<file path="src/rtl/regfile_xfer_pkg.sv">
// rtl/regfile_xfer_pkg.sv - shared constants, types and byte-lane helper for the register-file byte port
package rf_pkg;

    localparam int XLEN = 32;
    localparam int AW   = 4;
    localparam int NPH  = XLEN / 8;
    localparam int PW   = $clog2(NPH);

    typedef logic [PW-1:0] phase_t;

    typedef enum logic {
        IDLE = 1'b0,
        XFER = 1'b1
    } state_t;

    localparam phase_t LAST_PHASE = phase_t'(NPH - 1);

    // Byte k of a word; register_file uses the same lane ordering.
    function automatic logic [7:0] byte_lane(input logic [XLEN-1:0] word, input phase_t k);
        return word[{k, 3'b000} +: 8];
    endfunction

endpackage

</file>
<file path="src/rtl/regfile_xfer_if.sv">
// rtl/regfile_xfer_if.sv - core request/response and register_file byte bus bundle
//   master: the transfer initiator (drives req_ready, rsp_*, rf_* outputs)
//   slave : core + register_file side (drives req_*, rf_rs1_dat, rf_rs2_dat)
interface regfile_xfer_if;
    import rf_pkg::*;

    logic            req_valid;
    logic            req_ready;
    logic [AW-1:0]   req_rs1;
    logic [AW-1:0]   req_rs2;
    logic [AW-1:0]   req_rd;
    logic            req_we;
    logic [XLEN-1:0] req_wdata;

    logic            rsp_valid;
    logic [XLEN-1:0] rsp_rs1_val;
    logic [XLEN-1:0] rsp_rs2_val;

    phase_t          rf_mux_phase;
    logic [AW-1:0]   rf_rs1;
    logic [AW-1:0]   rf_rs2;
    logic [AW-1:0]   rf_rd;
    logic            rf_rd_we;
    logic [7:0]      rf_rd_dat;
    logic [7:0]      rf_rs1_dat;
    logic [7:0]      rf_rs2_dat;

    modport master (
        input  req_valid, req_rs1, req_rs2, req_rd, req_we, req_wdata,
        output req_ready,
        output rsp_valid, rsp_rs1_val, rsp_rs2_val,
        output rf_mux_phase, rf_rs1, rf_rs2, rf_rd, rf_rd_we, rf_rd_dat,
        input  rf_rs1_dat, rf_rs2_dat
    );

    modport slave (
        output req_valid, req_rs1, req_rs2, req_rd, req_we, req_wdata,
        input  req_ready,
        input  rsp_valid, rsp_rs1_val, rsp_rs2_val,
        input  rf_mux_phase, rf_rs1, rf_rs2, rf_rd, rf_rd_we, rf_rd_dat,
        output rf_rs1_dat, rf_rs2_dat
    );

endinterface

</file>
<file path="src/rtl/regfile_xfer_byte_deser.sv">
// rtl/regfile_xfer_byte_deser.sv - byte-lane assembly register with publish of the completed word
//   clk, rst_n : clock, synchronous active-low reset
//   en         : capture din into byte lane 'lane'
//   lane       : byte lane being captured
//   din        : incoming byte
//   publish    : this capture completes the word; update 'word'
//   word       : last completed word, held until the next publish
module byte_deser
    import rf_pkg::*;
(
    input  logic            clk,
    input  logic            rst_n,
    input  logic            en,
    input  phase_t          lane,
    input  logic [7:0]      din,
    input  logic            publish,
    output logic [XLEN-1:0] word
);

    logic [NPH-1:0][7:0] asm_q;
    logic [NPH-1:0][7:0] merged;

    // The final byte is folded in here so the published word updates on
    // the same edge that captures it, one cycle earlier than reading asm_q.
    always_comb begin
        merged       = asm_q;
        merged[lane] = din;
    end

    always_ff @(posedge clk) begin
        if (!rst_n) begin
            asm_q <= '0;
            word  <= '0;
        end else if (en) begin
            asm_q[lane] <= din;
            if (publish) begin
                word <= merged;
            end
        end
    end

endmodule

</file>
<file path="src/rtl/regfile_xfer.sv">
// rtl/regfile_xfer.sv - initiator of the byte-serial register-file transfer
//   clk, rst_n : clock, synchronous active-low reset
//   bus        : regfile_xfer_if.master (core request/response + register_file byte bus)
module regfile_xfer
    import rf_pkg::*;
(
    input  logic            clk,
    input  logic            rst_n,
    regfile_xfer_if.master  bus
);

    state_t          state;
    phase_t          phase;
    logic            req_ready_q;
    logic            rsp_valid_q;
    logic [AW-1:0]   rs1_q;
    logic [AW-1:0]   rs2_q;
    logic [AW-1:0]   rd_q;
    logic            rd_we_q;
    logic [7:0]      rd_dat_q;
    logic [XLEN-1:0] wdata_q;

    logic accept;
    logic last;

    assign accept = bus.req_valid && req_ready_q;
    assign last   = (state == XFER) && (phase == LAST_PHASE);

    always_ff @(posedge clk) begin
        if (!rst_n) begin
            state       <= IDLE;
            phase       <= '0;
            req_ready_q <= 1'b1;
            rsp_valid_q <= 1'b0;
            rs1_q       <= '0;
            rs2_q       <= '0;
            rd_q        <= '0;
            rd_we_q     <= 1'b0;
            rd_dat_q    <= '0;
            wdata_q     <= '0;
        end else begin
            rsp_valid_q <= last;
            if (accept) begin
                // Covers both IDLE and the back-to-back slot at the last phase.
                state       <= XFER;
                phase       <= '0;
                req_ready_q <= (LAST_PHASE == '0);
                rs1_q       <= bus.req_rs1;
                rs2_q       <= bus.req_rs2;
                rd_q        <= bus.req_rd;
                wdata_q     <= bus.req_wdata;
                rd_we_q     <= bus.req_we && (bus.req_rd != '0);
                rd_dat_q    <= byte_lane(bus.req_wdata, '0);
            end else if (state == XFER) begin
                if (last) begin
                    state       <= IDLE;
                    phase       <= '0;
                    req_ready_q <= 1'b1;
                    rd_we_q     <= 1'b0;
                    rd_dat_q    <= '0;
                end else begin
                    phase       <= phase + 1'b1;
                    req_ready_q <= ((phase + 1'b1) == LAST_PHASE);
                    rd_dat_q    <= byte_lane(wdata_q, phase + 1'b1);
                end
            end
        end
    end

    byte_deser u_deser_rs1 (
        .clk     (clk),
        .rst_n   (rst_n),
        .en      (state == XFER),
        .lane    (phase),
        .din     (bus.rf_rs1_dat),
        .publish (last),
        .word    (bus.rsp_rs1_val)
    );

    byte_deser u_deser_rs2 (
        .clk     (clk),
        .rst_n   (rst_n),
        .en      (state == XFER),
        .lane    (phase),
        .din     (bus.rf_rs2_dat),
        .publish (last),
        .word    (bus.rsp_rs2_val)
    );

    assign bus.req_ready    = req_ready_q;
    assign bus.rsp_valid    = rsp_valid_q;
    assign bus.rf_mux_phase = phase;
    assign bus.rf_rs1       = rs1_q;
    assign bus.rf_rs2       = rs2_q;
    assign bus.rf_rd        = rd_q;
    assign bus.rf_rd_we     = rd_we_q;
    assign bus.rf_rd_dat    = rd_dat_q;

endmodule

</file>
<file path="src/flat_wrapper.sv">
// flat-port wrapper written by rule: the top's interface ports become plain ports
module regfile_xfer_flat import rf_pkg::*;
  (clk, rst_n, bus_req_valid, bus_req_rs1, bus_req_rs2, bus_req_rd, bus_req_we, bus_req_wdata, bus_req_ready, bus_rsp_valid, bus_rsp_rs1_val, bus_rsp_rs2_val, bus_rf_mux_phase, bus_rf_rs1, bus_rf_rs2, bus_rf_rd, bus_rf_rd_we, bus_rf_rd_dat, bus_rf_rs1_dat, bus_rf_rs2_dat);
  regfile_xfer_if bus_i ();
  input  logic clk;
  input  logic rst_n;
  input wire logic [$bits(bus_i.req_valid)-1:0] bus_req_valid;
  input wire logic [$bits(bus_i.req_rs1)-1:0] bus_req_rs1;
  input wire logic [$bits(bus_i.req_rs2)-1:0] bus_req_rs2;
  input wire logic [$bits(bus_i.req_rd)-1:0] bus_req_rd;
  input wire logic [$bits(bus_i.req_we)-1:0] bus_req_we;
  input wire logic [$bits(bus_i.req_wdata)-1:0] bus_req_wdata;
  output wire logic [$bits(bus_i.req_ready)-1:0] bus_req_ready;
  output wire logic [$bits(bus_i.rsp_valid)-1:0] bus_rsp_valid;
  output wire logic [$bits(bus_i.rsp_rs1_val)-1:0] bus_rsp_rs1_val;
  output wire logic [$bits(bus_i.rsp_rs2_val)-1:0] bus_rsp_rs2_val;
  output wire logic [$bits(bus_i.rf_mux_phase)-1:0] bus_rf_mux_phase;
  output wire logic [$bits(bus_i.rf_rs1)-1:0] bus_rf_rs1;
  output wire logic [$bits(bus_i.rf_rs2)-1:0] bus_rf_rs2;
  output wire logic [$bits(bus_i.rf_rd)-1:0] bus_rf_rd;
  output wire logic [$bits(bus_i.rf_rd_we)-1:0] bus_rf_rd_we;
  output wire logic [$bits(bus_i.rf_rd_dat)-1:0] bus_rf_rd_dat;
  input wire logic [$bits(bus_i.rf_rs1_dat)-1:0] bus_rf_rs1_dat;
  input wire logic [$bits(bus_i.rf_rs2_dat)-1:0] bus_rf_rs2_dat;
  assign bus_i.req_valid = bus_req_valid;
  assign bus_i.req_rs1 = bus_req_rs1;
  assign bus_i.req_rs2 = bus_req_rs2;
  assign bus_i.req_rd = bus_req_rd;
  assign bus_i.req_we = bus_req_we;
  assign bus_i.req_wdata = bus_req_wdata;
  assign bus_req_ready = bus_i.req_ready;
  assign bus_rsp_valid = bus_i.rsp_valid;
  assign bus_rsp_rs1_val = bus_i.rsp_rs1_val;
  assign bus_rsp_rs2_val = bus_i.rsp_rs2_val;
  assign bus_rf_mux_phase = bus_i.rf_mux_phase;
  assign bus_rf_rs1 = bus_i.rf_rs1;
  assign bus_rf_rs2 = bus_i.rf_rs2;
  assign bus_rf_rd = bus_i.rf_rd;
  assign bus_rf_rd_we = bus_i.rf_rd_we;
  assign bus_rf_rd_dat = bus_i.rf_rd_dat;
  assign bus_i.rf_rs1_dat = bus_rf_rs1_dat;
  assign bus_i.rf_rs2_dat = bus_rf_rs2_dat;
  regfile_xfer u_core (.clk(clk), .rst_n(rst_n), .bus(bus_i));
endmodule
</file>
<file path="config.mk">
export PLATFORM = sky130hd
export DESIGN_NAME = regfile_xfer_flat
export DESIGN_NICKNAME = d
export VERILOG_FILES = /design/src/rtl/regfile_xfer_pkg.sv /design/src/rtl/regfile_xfer_if.sv /design/src/rtl/regfile_xfer_byte_deser.sv /design/src/rtl/regfile_xfer.sv /design/src/flat_wrapper.sv
export SDC_FILE = /design/constraint.sdc
export NUM_CORES = 1
export LEC_CHECK = 0
export ABC_CLOCK_PERIOD_IN_PS = 6400
export CAP_MARGIN = 0
export CELL_PAD_IN_SITES_DETAIL_PLACEMENT = 1
export CELL_PAD_IN_SITES_GLOBAL_PLACEMENT = 2
export CORE_ASPECT_RATIO = 0.5
export CORE_UTILIZATION = 32
export DETAILED_ROUTE_END_ITERATION = 8
export PLACE_DENSITY = 0.81
export SLEW_MARGIN = 20
export SYNTH_ARGS = -nofsm -noshare
export SYNTH_HDL_FRONTEND = slang
export SYNTH_SLANG_ARGS = --single-unit
</file>
<file path="constraint.sdc">
create_clock -name clk -period 6.4 [get_ports clk]
set_input_delay 0.64 -clock clk [delete_from_list [all_inputs] [get_ports clk]]
set_output_delay 0.64 -clock clk [all_outputs]
set_load 0.03 [all_outputs]
</file>
==> results of run 1 <==
cell type report:
class | instances | area share (%)
sequential | 172 | 38.15
multi-input combinational | 504 | 33.81
timing repair buffer | 156 | 17.16
clock buffer | 19 | 5.018
tap | 292 | 4.048
clock inverter | 13 | 1.691
inverter | 3 | 0.1248
power by group through the flow:
stage               Combinational, mW  Sequential [mW]  Clock (mW)
floorplan                       0.142             1.16           0
global placement                0.240             1.15           0
detailed placement              0.244             1.15           0
CTS                             0.245             1.13        1.11
global route                    0.264             1.13        1.15
finish                          0.241             1.13        1.08
cell families (layout without fill, tap and decap cells):
kind of cell             after synthesis  after routing  synth area share (%)
AND/OR/NAND/NOR                      259            259                 14.64
flip-flops                           172            172                 49.67
adder cells (fa/ha/maj)                5              5                0.9024
buffers and inverters                 79            191                 6.407
AO/OA/AOI/OAI                        181            181                 18.37
multiplexers                          59             59                 10.02
synth_stat cells, types with 4 or more instances:
cell type | n | share of area, %
nand3_1 | 4 | 0.29
nand2_1 | 242 | 13
buf_6 | 10 | 1.6
mux2i_1 | 51 | 7.4
ha_1 | 5 | 0.90
mux4_2 | 7 | 2.3
dfxtp_1 | 172 | 50
buf_4 | 13 | 1.4
buf_2 | 16 | 1.2
a22o_1 | 30 | 3.8
clkbuf_1 | 35 | 1.9
a21boi_1 | 23 | 2.5
and2_1 | 4 | 0.36
a21boi_0 | 73 | 7.9
o21ai_0 | 51 | 3.7
cells in the final DEF (no fill, tap or decap), drive strengths merged, types with 8 or more instances in the layout:
| cell | count |
|---|---|
| a21boi | 97 |
| a22o | 30 |
| clkbuf | 19 |
| clkdlybuf4s50 | 151 |
| dfxtp | 172 |
| inv | 10 |
| mux2i | 51 |
| mux4 | 8 |
| nand2 | 243 |
| o21ai | 52 |
state kept, by name, indices dropped and copies added (netlist names):
signal	count
u_core.bus.rf_rd_we	1
u_core.u_deser_rs1.word	32
u_core.state	1
u_core.u_deser_rs1.asm_q	25
u_core.bus.rf_rd	4
u_core.bus.rf_rd_dat	8
u_core.u_deser_rs2.word	32
u_core.bus.req_ready	1
u_core.bus.rf_rs2	4
u_core.bus.rf_mux_phase	2
u_core.bus.rsp_valid	1
u_core.wdata_q	32
u_core.bus.rf_rs1	4
u_core.u_deser_rs2.asm_q	25
worst register-to-register path, cell delays in order (launching register included):
cell	delay, ns
dfxtp_1	0.83
ha_1	0.28
buf_4	0.35
and2_1	0.70
nand2_1	0.12
a21boi_0	0.19
layer usage:
| layer | wire [um] | part of all wire, % |
|---|---|---|
| met5 | 0 | 0 |
| met4 | 115 | 0.60 |
| met3 | 482 | 2.5 |
| met2 | 8956 | 46 |
| met1 | 9710 | 50 |
worst min-delay path by stage:
stage	start	to	slack, ns	depth (start not counted)
2_1_floorplan	u_core.wdata_q[0]	u_core.wdata_q[0]	0.43	2
3_3_place_gp	u_core.u_deser_rs1.asm_q[6]	u_core.u_deser_rs1.asm_q[6]	0.44	2
3_5_place_dp	u_core.u_deser_rs1.word[23]	u_core.u_deser_rs1.word[23]	0.45	2
4_1_cts	u_core.u_deser_rs2.asm_q[10]	u_core.u_deser_rs2.asm_q[10]	0.46	2
5_1_grt	u_core.u_deser_rs1.asm_q[5]	u_core.u_deser_rs1.asm_q[5]	0.48	2
6_report	u_core.u_deser_rs2.asm_q[10]	u_core.u_deser_rs2.asm_q[10]	0.46	2
through the flow:
stage / cell area (sq um) / std cells / utilization, %
finish: 9026 / 1159 / 43.23
global route: 9026 / 1159 / 43.23
CTS: 9024 / 1159 / 43.22
detailed placement: 8418 / 1127 / 40.32
global placement: 8418 / 1127 / 40.32
floorplan: 6933 / 755 / -
==> flow_metrics.tcl, run 1 <==
set metrics [dict create \
    synth-edff-count 0 \
    required_ns 5.76 \
    share_clk_of_total_power_pct 44.1 \
    finalHoldViolCount 0 \
    ys_ff_latch 172 \
    grt_pass1_wl_um 30920 \
    setup_slack_ns 3.697 \
    ys_seq_area_share_pct 49.67 \
    use_met2_pct 29.26 \
    synth_flop_cell "dfxtp_1" \
    post-cts-setup-buffers 0 \
    ioPinCount 153 \
    period_share_pct 42.24 \
    power.density_nw_per_um2 270.9 \
    vias 5502 \
    multi_input_area_sq_um 3052 \
    grt-ovfl-total 0 \
    drive_gt1_share_pct 5.767 \
    worst_pin_slew_ns 1.021 \
    setup_viol 0 \
    hold_buffers 0 \
    seqCellArea_sq_um 3443 \
    cp_top_family "flip-flops" \
    final.setup.tns_ns 0 \
    hpwl_um 12490 \
    clkLatencyLatePin_ns 0.43 \
    antennaDiodeCount 0 \
    syn_area_per_cell_sq_um 9.183 \
    internal-power_mw 1.817 \
    r2r_start "u_core.bus.rf_mux_phase[0]" \
    antenna_left 0 \
    drc_errors 0 \
    path_clk_slew_ns 0.07 \
    max-cap-violations 0 \
    fmax_mhz 369.9 \
    synth_warnings 0 \
    yosysUniqueCellTypes 31 \
    ys_async_sr_fraction_pct 0 \
    grt_use_total_pct 17.87 \
    grt_max_degree 110 \
    ir_drop_v 0.0001599 \
    met1_usage_pct 24.16 \
    rsz0062_at_grt "false" \
    antenna_found_initial 0 \
    cts_root_buffer "clkbuf_16" \
    floorplan.initialDensity_pct 33.21 \
    end_kind "output pin" \
    fin_hold_ws_ns 0.4562 \
    cts_buffers 17 \
    cpPeakStageDelay_ns 0.83 \
    area_delta_synth_final_pct 30.19 \
    wl_per_cell_um 16.62 \
    viasPerCell 4.747 \
    coreArea_sq_um 20880 \
    crit_chain "clkdlybuf4s50_1" \
    swShare_pct 25.68 \
    io_buffers 152 \
    cp-start-kind "flip-flop" \
    combPwrFrac_pct 9.8 \
    cts_sinks 172 \
    clockBufferDepth 2 \
    outcome "completed" \
    critPathBufInv 1 \
    cts.repair.resized 0 \
    die-area_sq_um 22290 \
    worstSetupStartpoint "u_core.bus.rf_mux_phase[0]" \
    reg2reg_to "u_core.u_deser_rs1.asm_q[14]" \
    crit_end "bus_rf_mux_phase[0]" \
    die_w_um 210.2 \
    pwr-share-seq_pct 46.1 \
    p_leak_nw 3.189 \
    p_total_mw 2.445 \
    use_met3_pct 3.663 \
    pre_cts_slack_ns 3.560 \
    worstPathArrival_ns 2.06 \
    grt_pass1_vias 5569 \
    drt-total-wl_um 19260 \
    r2r_cells 5 \
    cp_max_fo 15 \
    die_h_um 106.1 \
    min_path_type "flip-flop to flip-flop" \
    period_minus_slack_ns 2.703 \
    finClkSkew_ns 0.006629 \
    place_congestion 0.7178 \
    cts_tree "done" \
    cp.depth 1 \
    synthesis.area_sq_um 6933 \
    slowest_stage "dfxtp_1" \
    drt_iter0_markers 228 \
    dr.pass1.iters 5 \
    setup.worst_path.class "flip-flop to output pin" \
    grt_busiest_layer "met2" \
    h-tree-depth 4 \
    n_fill_cell 2390 \
    maxSlewHeadroom_pct 31.95 \
    rrSetupSlack_ns 3.86 \
    p_switching_mw 0.6279 \
    fp-row-count 37 \
    nets 923 \
    synthCells 755 \
    syn_nets 824 \
    maxSlewViolCount 0 \
]
Power figures use the tool's default switching activity.
==> inputs of run 2 (changes only) <==
Settings changed: ABC_CLOCK_PERIOD_IN_PS 6400 to 2400, CORE_UTILIZATION 32 to 27, PLACE_DENSITY 0.81 to 0.73.
Clock period 6.4 ns to 2.4 ns, I/O delays scaled along.
==> run 2 against run 1 <==
Utilization shrank 6.7 points. Sequential share of layout area shrank 0.71 points. Flip-flop and latch count is the same. Sequential power grew to 2.6 times the previous value. Clock skew grew 0.0033 ns. Clock-buffer cell count shrank 1. Power grew to 2.7 times the previous value. Critical path type unchanged. Largest power group unchanged. Highest routed layer unchanged.
==> flow_metrics.tcl, run 2 (synthesized netlist as in run 1, its figures left out) <==
set metrics [dict create \
    outcome "completed" \
    floorplan.initialDensity_pct 27.52 \
    maxSlewHeadroom_pct 49.43 \
    post-cts-setup-buffers 0 \
    setup.worst_path.class "flip-flop to output pin" \
    finalHoldViolCount 0 \
    place_congestion 0.7083 \
    worstPathArrival_ns 1.73 \
    reg_top3 "u_core.u_deser_rs1.word (32), u_core.u_deser_rs2.word (32), u_core.wdata_q (32)" \
    met1_usage_pct 19.38 \
    fmax_mhz 507.0 \
    use_met2_pct 27.13 \
    required_ns 2.16 \
    r2r_cells 5 \
    ioPinCount 153 \
    cts_root_buffer "clkbuf_16" \
    die-area_sq_um 26360 \
    hold_buffers 0 \
    antennaDiodeCount 0 \
    cts_buffers 17 \
    grt-ovfl-total 0 \
    period_share_pct 82.19 \
    h-tree-depth 4 \
    fp-row-count 41 \
    use_met3_pct 3.646 \
    die_w_um 228.6 \
    power.density_nw_per_um2 711.9 \
    nets 936 \
    whs_path_depth 2 \
    cts_tree "done" \
    n_fill_cell 2835 \
    drive_gt1_share_pct 6.940 \
    ir_drop_v 0.0004928 \
    cp_max_fo 14 \
    grt_pass1_vias 5754 \
    end_kind "output pin" \
    grt_use_total_pct 15.71 \
    die_h_um 115.3 \
    reg2reg_to "u_core.bus.rf_rd_dat[2]" \
    path_clk_slew_ns 0.06 \
    fin_util_pct 36.52 \
    max-cap-violations 0 \
    finClkSkew_ns 0.009947 \
    grt_pass1_wl_um 31680 \
    cts_sinks 172 \
    coreArea_sq_um 25190 \
    final_cell_mix "nand2_1, dfxtp_1, clkdlybuf4s50_1" \
    cts.repair.resized 0 \
    area_delta_synth_final_pct 32.67 \
    drt_iter0_markers 244 \
    io_buffers 152 \
    mostFrequentLayoutCell "nand2_1" \
    r2r_start "u_core.bus.rf_mux_phase[1]" \
    min_from "rst_n" \
    grt_busiest_layer "met2" \
    hpwl_um 13430 \
    clkLatencyLatePin_ns 0.44 \
    antenna_left 0 \
    setup_viol 0 \
    drt-total-wl_um 20100 \
    drc_errors 0 \
    p_leak_nw 3.263 \
    grt_max_degree 65 \
    wl_per_cell_um 16.43 \
    final.setup.tns_ns 0 \
    period_minus_slack_ns 1.972 \
    antenna_found_initial 0 \
    cp-start-kind "flip-flop" \
    viasPerCell 4.486 \
    min_path_type "input pin to flip-flop" \
    vias 5486 \
    min_to "u_core.bus.req_ready" \
    clockBufferDepth 2 \
    rrSetupSlack_ns 0.54 \
    rsz0062_at_grt "false" \
    worst_pin_slew_ns 0.7585 \
    maxSlewViolCount 0 \
    dr.pass1.iters 4 \
    multi_input_area_sq_um 3049 \
    seqCellArea_sq_um 3443 \
]
-- run 2: layout make-up --
class	count	share of cell area (%)
flip-flops and latches	172	37.44
clock buffers	18	4.775
multi-input cells	504	33.15
well taps	344	4.680
repair buffers	169	18.04
inverters	3	0.1224
clock inverters	13	1.796
-- run 2: routing by layer --
| layer | vias to the layer above | share of wire [%] |
|---|---|---|
| met5 | - | 0 |
| met4 | 0 | 1.2 |
| met3 | 19 | 2.9 |
| met2 | 72 | 48 |
| met1 | 2646 | 48 |
| li1 | 2749 | - |
-- run 2: how the worst max path moves through the flow --
| stage | from | end | slack [ns] |
|---|---|---|---|
| after CTS | u_core.bus.rf_mux_phase[0] | bus_rf_mux_phase[0] | 0.38 |
| after floorplan | u_core.bus.rf_mux_phase[0] | u_core.bus.rf_rd_dat[4] | 0.10 |
| after global placement | bus_req_valid | u_core.bus.rf_rd_we | 0.55 |
| after detailed placement | bus_req_valid | u_core.bus.rf_rs1[2] | 0.48 |
| final | u_core.bus.rf_mux_phase[0] | bus_rf_mux_phase[0] | 0.43 |
| after global routing | u_core.bus.rf_mux_phase[1] | u_core.u_deser_rs2.asm_q[2] | 0.34 |
-- run 2: per-stage QoR --
| step | power (mW) | worst slack, ns | std cells | hold WS, ns | instance area [sq um] |
|---|---|---|---|---|---|
| detailed placement | 3.741 | 0.4838 | 1192 | 0.4453 | 8593 |
| CTS | 6.672 | 0.3779 | 1223 | 0.1993 | 9198 |
| floorplan | 3.474 | 0.1016 | 755 | 0.3748 | 6933 |
| global route | 6.829 | 0.3439 | 1223 | 0.2253 | 9198 |
| finish | 6.548 | 0.4275 | 1223 | 0.2104 | 9198 |
| global placement | 3.728 | 0.5512 | 1192 | 0.4367 | 8593 |
-- run 2: report_power, final --
part | leakage, nW | internal (mW) | total (mW) | switching (mW)
logic | 1.57 | 0.303 | 0.665 | 0.362
clock network | 0.297 | 1.67 | 2.89 | 1.22
registers | 1.40 | 2.94 | 2.99 | 0.0542
-- run 2: critical path: stages (launching register included) --
cell and delay [ns]:
dfxtp_1 0.34, buf_4 0.23, clkdlybuf4s50_1 0.73
==> inputs of run 3 (changes only) <==
Settings changed: ABC_CLOCK_PERIOD_IN_PS 2400 to 1640.
Clock period 2.4 ns to 1.64 ns, I/O delays scaled along.
==> run 3 against run 2 <==
Clock-buffer cell count is 4 higher. Flip-flop and latch count stayed put. Power is 44% higher. Sequential share of layout area is 0.77 points lower. Non-clock buffer count is 19 higher. Global-route usage is 0.13 points higher. Largest power group unchanged.
==> flow_metrics.tcl, run 3 (synthesized netlist as in run 1, its figures left out) <==
set metrics [dict create \
    min_path_type "input pin to flip-flop" \
    finClkSkew_ns 0.007151 \
    final_cell_mix "nand2_1, dfxtp_1, a21boi_0, dlygate4sd2_1, clkdlybuf4s50_1" \
    cts_buffers 17 \
    power.density_nw_per_um2 999.4 \
    worstPathArrival_ns 1.98 \
    cts_root_buffer "clkbuf_16" \
    fmax_mhz 610.7 \
    setup_viol 0 \
    cts_tree "done" \
    mostFrequentLayoutCell "nand2_1" \
    die-area_sq_um 26360 \
    p_leak_nw 3.937 \
    grt_use_total_pct 15.85 \
    stdcell_count 1242 \
    hold_buffers 0 \
    max-cap-violations 0 \
    wl_per_cell_um 16.77 \
    grt_max_degree 92 \
    r2r_cells 4 \
    whs_path_depth 2 \
    place_congestion 0.7083 \
    finalHoldViolCount 0 \
    setup.worst_path.class "flip-flop to flip-flop" \
    cpPeakStageDelay_ns 0.52 \
    drive_gt1_share_pct 9.688 \
    dr.pass1.iters 4 \
    cp_top_family "multiplexers" \
    path_clk_slew_ns 0.07 \
    ioPinCount 153 \
    outcome "completed" \
    final.setup.tns_ns 0 \
    antenna_left 0 \
    period_minus_slack_ns 1.637 \
    use_met2_pct 26.24 \
    reg_top3 "u_core.u_deser_rs1.word (32), u_core.u_deser_rs2.word (32), u_core.wdata_q (32)" \
    period_share_pct 99.84 \
    use_met3_pct 3.720 \
    h-tree-depth 4 \
    end_kind "flip-flop" \
    pre_cts_slack_ns -0.1213 \
    setup_slack_ns 0.002618 \
    p_total_mw 9.403 \
    required_ns 1.98 \
    cp.depth 4 \
    drc_errors 0 \
    clockBufferDepth 2 \
    maxSlewViolCount 0 \
    antenna_found_initial 0 \
    rsz0062_at_grt "true" \
    viasPerCell 4.544 \
    ir_drop_v 0.0006827 \
    grt-ovfl-total 0 \
    hpwl_um 14080 \
    io_buffers 152 \
    drt-total-wl_um 20830 \
    cts_sinks 172 \
    dp_cells 1207 \
    antennaDiodeCount 0 \
    floorplan.initialDensity_pct 27.52 \
    crit_chain "inv_4 > ha_4 > mux4_2 > a22o_1" \
    grt_busiest_layer "met2" \
    critPathBufInv 1 \
    cp_max_fo 8 \
    die_w_um 228.6 \
    cp-start-kind "flip-flop" \
    die_h_um 115.3 \
    coreArea_sq_um 25190 \
    met1_usage_pct 20.37 \
    clkLatencyLatePin_ns 0.45 \
    fin_hold_ws_ns 0.04444 \
    slowest_stage "mux4_2" \
    grt_pass1_vias 5722 \
    maxSlewHeadroom_pct 44.33 \
    worst_pin_slew_ns 0.8350 \
    grt_pass1_wl_um 31920 \
    area_delta_synth_final_pct 35.72 \
    vias 5644 \
    nets 955 \
    drt_iter0_markers 196 \
    fp-row-count 41 \
]
[run 3: cell count changes in the layout (fill, tap and decap cells not counted), moves of 3 or more]
cell,delta
dlygate4sd2_1,+73
clkdlybuf4s50_1,-87
buf_12,+9
dlymetal6s2s_1,+13
buf_4,+9
inv_1,-3
dfxtp_1,-3
[run 3: final cells by class]
| cell class | count | area (sq um) |
|---|---|---|
| clock inverters | 9 | 87.58 |
| flip-flops and latches | 172 | 3450 |
| multi-input cells | 504 | 3082 |
| repair buffers | 188 | 1868 |
| clock buffers | 22 | 474.2 |
| well taps | 344 | 430.4 |
| fillers | 2893 | 15780 |
| inverters | 3 | 17.52 |
[run 3: timing repair]
action                                  in CTS  in global routing
endpoints found under the setup margin      80                 65
pin swaps                                    1                  2
buffers inserted                             0                  3
hold endpoints to repair                     0                  0
gates resized for setup                     75                 23
cloned                                       0                  1
[run 3: power breakdown]
group | internal, mW | switching, mW | total [mW]
Combinational | 0.488 | 0.560 | 1.05
Sequential | 4.30 | 0.0783 | 4.38
Clock | 2.21 | 1.77 | 3.97
Total | 7.00 | 2.40 | 9.40
[run 3: final timing paths]
| check | from | endpoint | slack [ns] |
|---|---|---|---|
| worst max register to register | u_core.bus.rf_mux_phase[0] | u_core.bus.rf_rd_dat[1] | 0.003 |
| worst min-delay path | rst_n | u_core.bus.req_ready | 0.04 |
| worst max-delay path | u_core.bus.rf_mux_phase[0] | u_core.bus.rf_rd_dat[1] | 0.003 |
| worst min register to register | u_core.u_deser_rs2.word[31] | u_core.u_deser_rs2.word[31] | 0.45 |
[run 3: metal layers]
layer / vias up / share of wire [%]
met4: 0 / 1.4
met1: 2770 / 48
met5: - / 0
met3: 21 / 2.7
met2: 73 / 48
li1: 2780 / -
[run 3: stage by stage]
stage | util [%] | area (sq um)
global placement | 34.94 | 8801
floorplan | - | 6974
detailed placement | 34.94 | 8801
CTS | 36.81 | 9271
global route | 37.36 | 9409
finish | 37.36 | 9409
